## src/rtl/fifo_rr_scheduler.sv

```systemverilog
// Purpose : round-robin drain of NUM_FIFOS show-ahead-less FIFOs into one in-order output stream.
// Latency : 2 cycles from fifo_rdreq to out_valid; one word per cycle sustained.
// Backpressure: reads stop once buffered + in-flight words would exceed the 2-entry output buffer.
//
// Ports:
//   clock, rst           single clock, asynchronous active-high reset
//   fifo_empty/fifo_en   per-FIFO empty flag and eligibility mask
//   fifo_q               packed read data, FIFO i at [i*DWIDTH +: DWIDTH], valid 1 cycle after rdreq
//   fifo_rdreq           one-hot read request (combinational)
//   out_valid/out_ready  output handshake; out_data/out_id carry the word and its source FIFO
module fifo_rr_scheduler #(
  parameter int NUM_FIFOS = 4,
  parameter int DWIDTH    = 8,
  parameter int ID_W      = $clog2(NUM_FIFOS)
) (
  input  logic                        clock,
  input  logic                        rst,
  input  logic [NUM_FIFOS-1:0]        fifo_empty,
  input  logic [NUM_FIFOS*DWIDTH-1:0] fifo_q,
  output logic [NUM_FIFOS-1:0]        fifo_rdreq,
  input  logic [NUM_FIFOS-1:0]        fifo_en,
  output logic                        out_valid,
  input  logic                        out_ready,
  output logic [DWIDTH-1:0]           out_data,
  output logic [ID_W-1:0]             out_id
);

  logic [NUM_FIFOS-1:0] eligible;
  logic                 pop;
  logic                 issue;
  logic                 arrive;
  logic                 found;
  logic [ID_W-1:0]      ptr;
  logic [ID_W-1:0]      ptr_next;
  logic [ID_W-1:0]      grant;
  logic [ID_W-1:0]      infl_id;
  logic                 inflight;
  logic [1:0]           count;
  logic [2:0]           occ_after_pop;
  logic                 wr_ptr;
  logic                 rd_ptr;
  logic [DWIDTH-1:0]    arrive_data;
  logic [DWIDTH-1:0]    ob_data [2];
  logic [ID_W-1:0]      ob_id   [2];

  assign eligible  = fifo_en & ~fifo_empty;
  assign out_valid = (count != 2'd0);
  assign pop       = out_valid & out_ready;
  // The FIFO returns data one cycle after the request, so an in-flight read always lands now.
  assign arrive    = inflight;
  assign out_data  = ob_data[rd_ptr];
  assign out_id    = ob_id[rd_ptr];

  // Space check counts the word already in flight and credits the word leaving this cycle,
  // which keeps one read per cycle going while the consumer drains.
  assign occ_after_pop = {1'b0, count} + {2'b00, inflight} - {2'b00, pop};
  assign issue         = ~rst & (|eligible) & (occ_after_pop < 3'd2);

  // First eligible index at or after ptr, wrapping.
  always_comb begin
    grant = '0;
    found = 1'b0;
    for (int k = 0; k < NUM_FIFOS; k++) begin
      if (!found && eligible[(int'(ptr) + k) % NUM_FIFOS]) begin
        grant = ID_W'((int'(ptr) + k) % NUM_FIFOS);
        found = 1'b1;
      end
    end
  end

  assign ptr_next = (grant == ID_W'(NUM_FIFOS - 1)) ? '0 : grant + ID_W'(1);

  always_comb begin
    fifo_rdreq = '0;
    if (issue) begin
      fifo_rdreq[grant] = 1'b1;
    end
  end

  assign arrive_data = fifo_q[int'(infl_id) * DWIDTH +: DWIDTH];

  always_ff @(posedge clock or posedge rst) begin
    if (rst) begin
      ptr      <= '0;
      inflight <= 1'b0;
      infl_id  <= '0;
      count    <= 2'd0;
      wr_ptr   <= 1'b0;
      rd_ptr   <= 1'b0;
      for (int e = 0; e < 2; e++) begin
        ob_data[e] <= '0;
        ob_id[e]   <= '0;
      end
    end else begin
      inflight <= issue;
      if (issue) begin
        ptr     <= ptr_next;
        infl_id <= grant;
      end
      if (arrive) begin
        ob_data[wr_ptr] <= arrive_data;
        ob_id[wr_ptr]   <= infl_id;
        wr_ptr          <= ~wr_ptr;
      end
      if (pop) begin
        rd_ptr <= ~rd_ptr;
      end
      count <= count + {1'b0, arrive} - {1'b0, pop};
    end
  end

  // Buffer plus in-flight read can never exceed the two buffer slots.
  a_no_overflow : assert property (@(posedge clock) disable iff (rst)
    ({1'b0, count} + {2'b00, inflight}) <= 3'd2);

  // A request only ever targets an enabled, non-empty FIFO.
  a_rdreq_eligible : assert property (@(posedge clock) disable iff (rst)
    (fifo_rdreq & ~eligible) == '0);

endmodule

```

## config.mk

```make
export PLATFORM = sky130hd
export DESIGN_NAME = fifo_rr_scheduler
export DESIGN_NICKNAME = d
export VERILOG_FILES = /design/src/rtl/fifo_rr_scheduler.sv
export SDC_FILE = /design/constraint.sdc
export NUM_CORES = 1
export LEC_CHECK = 0
export ABC_AREA = 1
export CAP_MARGIN = 20
export CORE_ASPECT_RATIO = 0.6
export CORE_MARGIN = 2
export CORE_UTILIZATION = 50
export DETAILED_ROUTE_END_ITERATION = 10
export PLACE_DENSITY = 0.82
export SETUP_SLACK_MARGIN = 0.15
export SLEW_MARGIN = 10
export SYNTH_ARGS = -nofsm -noshare
export SYNTH_HDL_FRONTEND = slang
export SYNTH_SLANG_ARGS = --single-unit
export TNS_END_PERCENT = 5
```

## constraint.sdc

```tcl
create_clock -name clock -period 6.5 [get_ports clock]
set_input_delay 1.625 -clock clock [delete_from_list [all_inputs] [get_ports clock]]
set_output_delay 1.625 -clock clock [all_outputs]
set_load 0.05 [all_outputs]
```

==> out/qor.txt <==
status - completed
RR Endpoint - infl_id[0]
routed via count - 1726
# hold bufs at CTS - 0
Slew Viols, Final - 0
GP Congestion - 0.911
post_cts resized - 0
RSZ-0062 raised after global routing - no
first-pass GRT wire length - 6890 um
Arr. time, crit path - 4.15 ns
crit path max fanout - 8
CTS buffer count - 5
sequential element share of the synthesized area - 39.2%
crit path time final - 5.78 ns
post-CTS setup buffer count - 0
Worst R2R Setup Slack - 3.87 ns
clk_lat worst skew - 0.27 ns
fraction of layout cells with a size suffix above 1 - 15.3%
Avg Inst Size Synth - 8.02 sq um
starting density of the core - 51.2%
reg2reg path depth - 14
Max clock buf depth - 2
Fin Setup TNS - 0 ns
total grt overflow - 0
YS warnings - 0
max_cap viols - 0
# nets final - 336
Buffers on Ports - 57
Top cell by count, worst path - inv_1
Die X - 82.6 um
Tcrit/Tclk final - 88.9%
I/O pins - 58
htree depth - 2
DIE HEIGHT - 51.1 um
initial antenna violation count - 0
mapped cell area - 0.00185 sq mm
Setup crit end kind - output pin
Largest stage delay, worst path - 0.45 ns
Ant. Diodes - 0
HPWL after detailed placement - 3130 um
Synth Instances - 231
Final Hold Viols - 0
Rel. slew slack - 58.9%
Worst Clk Skew - 0.00516 ns
hold slack - 0.485 ns
Detailed Routing Iterations Pass 1 - 4
design area - 0.00255 sq mm
worst vdd ir - 302 uV
CTS Root Cell - clkbuf_8
crit path cell chain - clkdlybuf4s50_1 -> nand2_1 -> inv_1 -> ha_1 -> inv_1 -> ha_1 -> fa_1 -> nor2_1 -> nand3_1 -> nor2_2 -> inv_1 -> nor2_1 -> buf_4
slowest CP cell - fa_1
Vias/cell - 5.17
vias in the first global route - 1456
Core Area - 0.00362 sq mm
DRC viols - 0
non-filler cells, final - 334
Crit path required time - 4.88 ns
total wire length - 4150 um
Tot GR Track Use - 21.7%
hold path depth - 2
CTS clk-pin slew, worst paths - 0.06 ns
Placed Instance Area - 0.00242 sq mm
Routed Antenna Nets - 0
CP Launch Type - input pin
Critical R2R Launch - count[1]
Crit. Startpoint - out_ready
Setup CP Type - input pin to output pin
Hold EP - ob_data[0]
row cnt - 17
Max Freq - 0.173 GHz
Synth Register Bits - 29
Die ar. - 0.00422 sq mm
clk sinks - 29
# setup viols final - 0
P&R area growth vs syn - 37.5%
Cells after DPL - 325
Slew @ Worst Pin - 0.616 ns
worst hold-check path type - register to register
1st-iter DRT viols - 99
P_leak - 1.22 nW
largest net degree at the start of global routing - 30
WL/cell - 12.4 um
Power Dens Cells - 527 mW/mm^2
post-synth net total - 281
CTS tree - done
Unique masters post-synth - 28
Hold Path Origin - ob_data[0]
per-stage QoR:
step	power, W	util (%)	setup WS [ns]
2_1_floorplan	0.000965	-	0.994
3_3_place_gp	0.00116	66.9	0.813
3_5_place_dp	0.00118	66.9	0.756
4_1_cts	0.00134	69.7	0.694
5_1_grt	0.00145	70.4	0.494
6_report	0.00134	70.4	0.724
placed cells by master, fill, tap and decap left out, types with 2 or more instances in the layout:
cell type and count:
inv_1 20, clkdlybuf4s50_1 53, nand2_2 7, a32o_1 8
buf_4 4, mux2_2 10, o21ai_0 15, inv_2 3
nor2_1 5, nand3_2 7, clkbuf_8 7, nand3_1 14
dfrtp_1 29, a21oi_1 11, nand4_1 2, ha_1 6
o21ai_1 7, nand2_1 68
cell usage after synthesis:
| library cell | number | area [sq um] |
|---|---|---|
| nand2_1 | 68 | 255 |
| dfrtp_1 | 29 | 726 |
| inv_1 | 20 | 75.1 |
| o21ai_0 | 15 | 75.1 |
| nand3_1 | 14 | 70.1 |
| a21oi_1 | 11 | 55.1 |
| mux2_2 | 10 | 113 |
| a32o_1 | 8 | 80.1 |
| nand2_2 | 7 | 43.8 |
| nand3_2 | 7 | 70.1 |
| o21ai_1 | 7 | 35.0 |
| ha_1 | 6 | 75.1 |
| nor2_1 | 5 | 18.8 |
| buf_2 | 4 | 20.0 |
| clkbuf_1 | 4 | 15.0 |
| inv_2 | 3 | 11.3 |
| nand4_1 | 2 | 12.5 |
| a221oi_1 | 1 | 8.76 |
| buf_4 | 1 | 7.51 |
| buf_6 | 1 | 11.3 |
| clkinv_1 | 1 | 3.75 |
| fa_1 | 1 | 20.0 |
| inv_6 | 1 | 8.76 |
| nand2_4 | 1 | 11.3 |
| nor2_2 | 1 | 6.26 |
| or2_2 | 1 | 6.26 |
| xnor2_1 | 1 | 8.76 |
| xor2_1 | 1 | 8.76 |
routing by layer:
layer	vias to the layer above	share of wire, %	track usage (%)
li1	878	-	-
met1	799	54	33.9
met2	47	40	30.2
met3	2	5.5	5.48
met4	0	0.46	4.10
met5	-	0	0
critical path, delay by kind of cell:
kind	cells	cell delay, ns
adder cells (fa/ha/maj)	3	0.91
buffers and inverters	5	0.87
AND/OR/NAND/NOR	5	0.73
registers in the layout (all words and copies together) (netlist names):
signal / flops
arrive: 1
count: 2
infl_id: 2
ob_data: 16
ob_id: 4
ptr: 2
rd_ptr: 1
wr_ptr: 1
worst max path at each step:
stage          depth (start not counted)  slack [ns]             to
2_1_floorplan                         11        0.99  fifo_rdreq[0]
3_3_place_gp                          13        0.81  fifo_rdreq[1]
3_5_place_dp                          13        0.76  fifo_rdreq[0]
4_1_cts                               13        0.69  fifo_rdreq[0]
5_1_grt                               13        0.49  fifo_rdreq[3]
6_report                              13        0.72  fifo_rdreq[0]
where the power goes:
part           internal [W]  switching [W]
logic              0.000314       0.000509
registers          0.000271      0.0000869
clock network     0.0000955      0.0000658
total              0.000680       0.000661
kinds of logic (layout without fill, tap and decap cells):
logic type               Yosys count  in the layout  share of synthesized area, %
AO/OA/AOI/OAI                     42             42                          13.7
XOR/XNOR                           2              2                         0.946
adder cells (fa/ha/maj)            7              7                          5.14
buffers and inverters             35             91                          8.24
flip-flops                        29             29                          39.2
multiplexers                      10             10                          6.08
AND/OR/NAND/NOR                  106            106                          26.7
final cells by class:
type / instances / area, sq um
clock buffers: 7 / 96.3
clock inverters: 1 / 5.00
fillers: 292 / 1070
inverters: 25 / 98.8
multi-input cells: 167 / 973
flip-flops and latches: 29 / 726
well taps: 47 / 58.8
repair buffers: 58 / 588
Power figures use the tool's default switching activity.
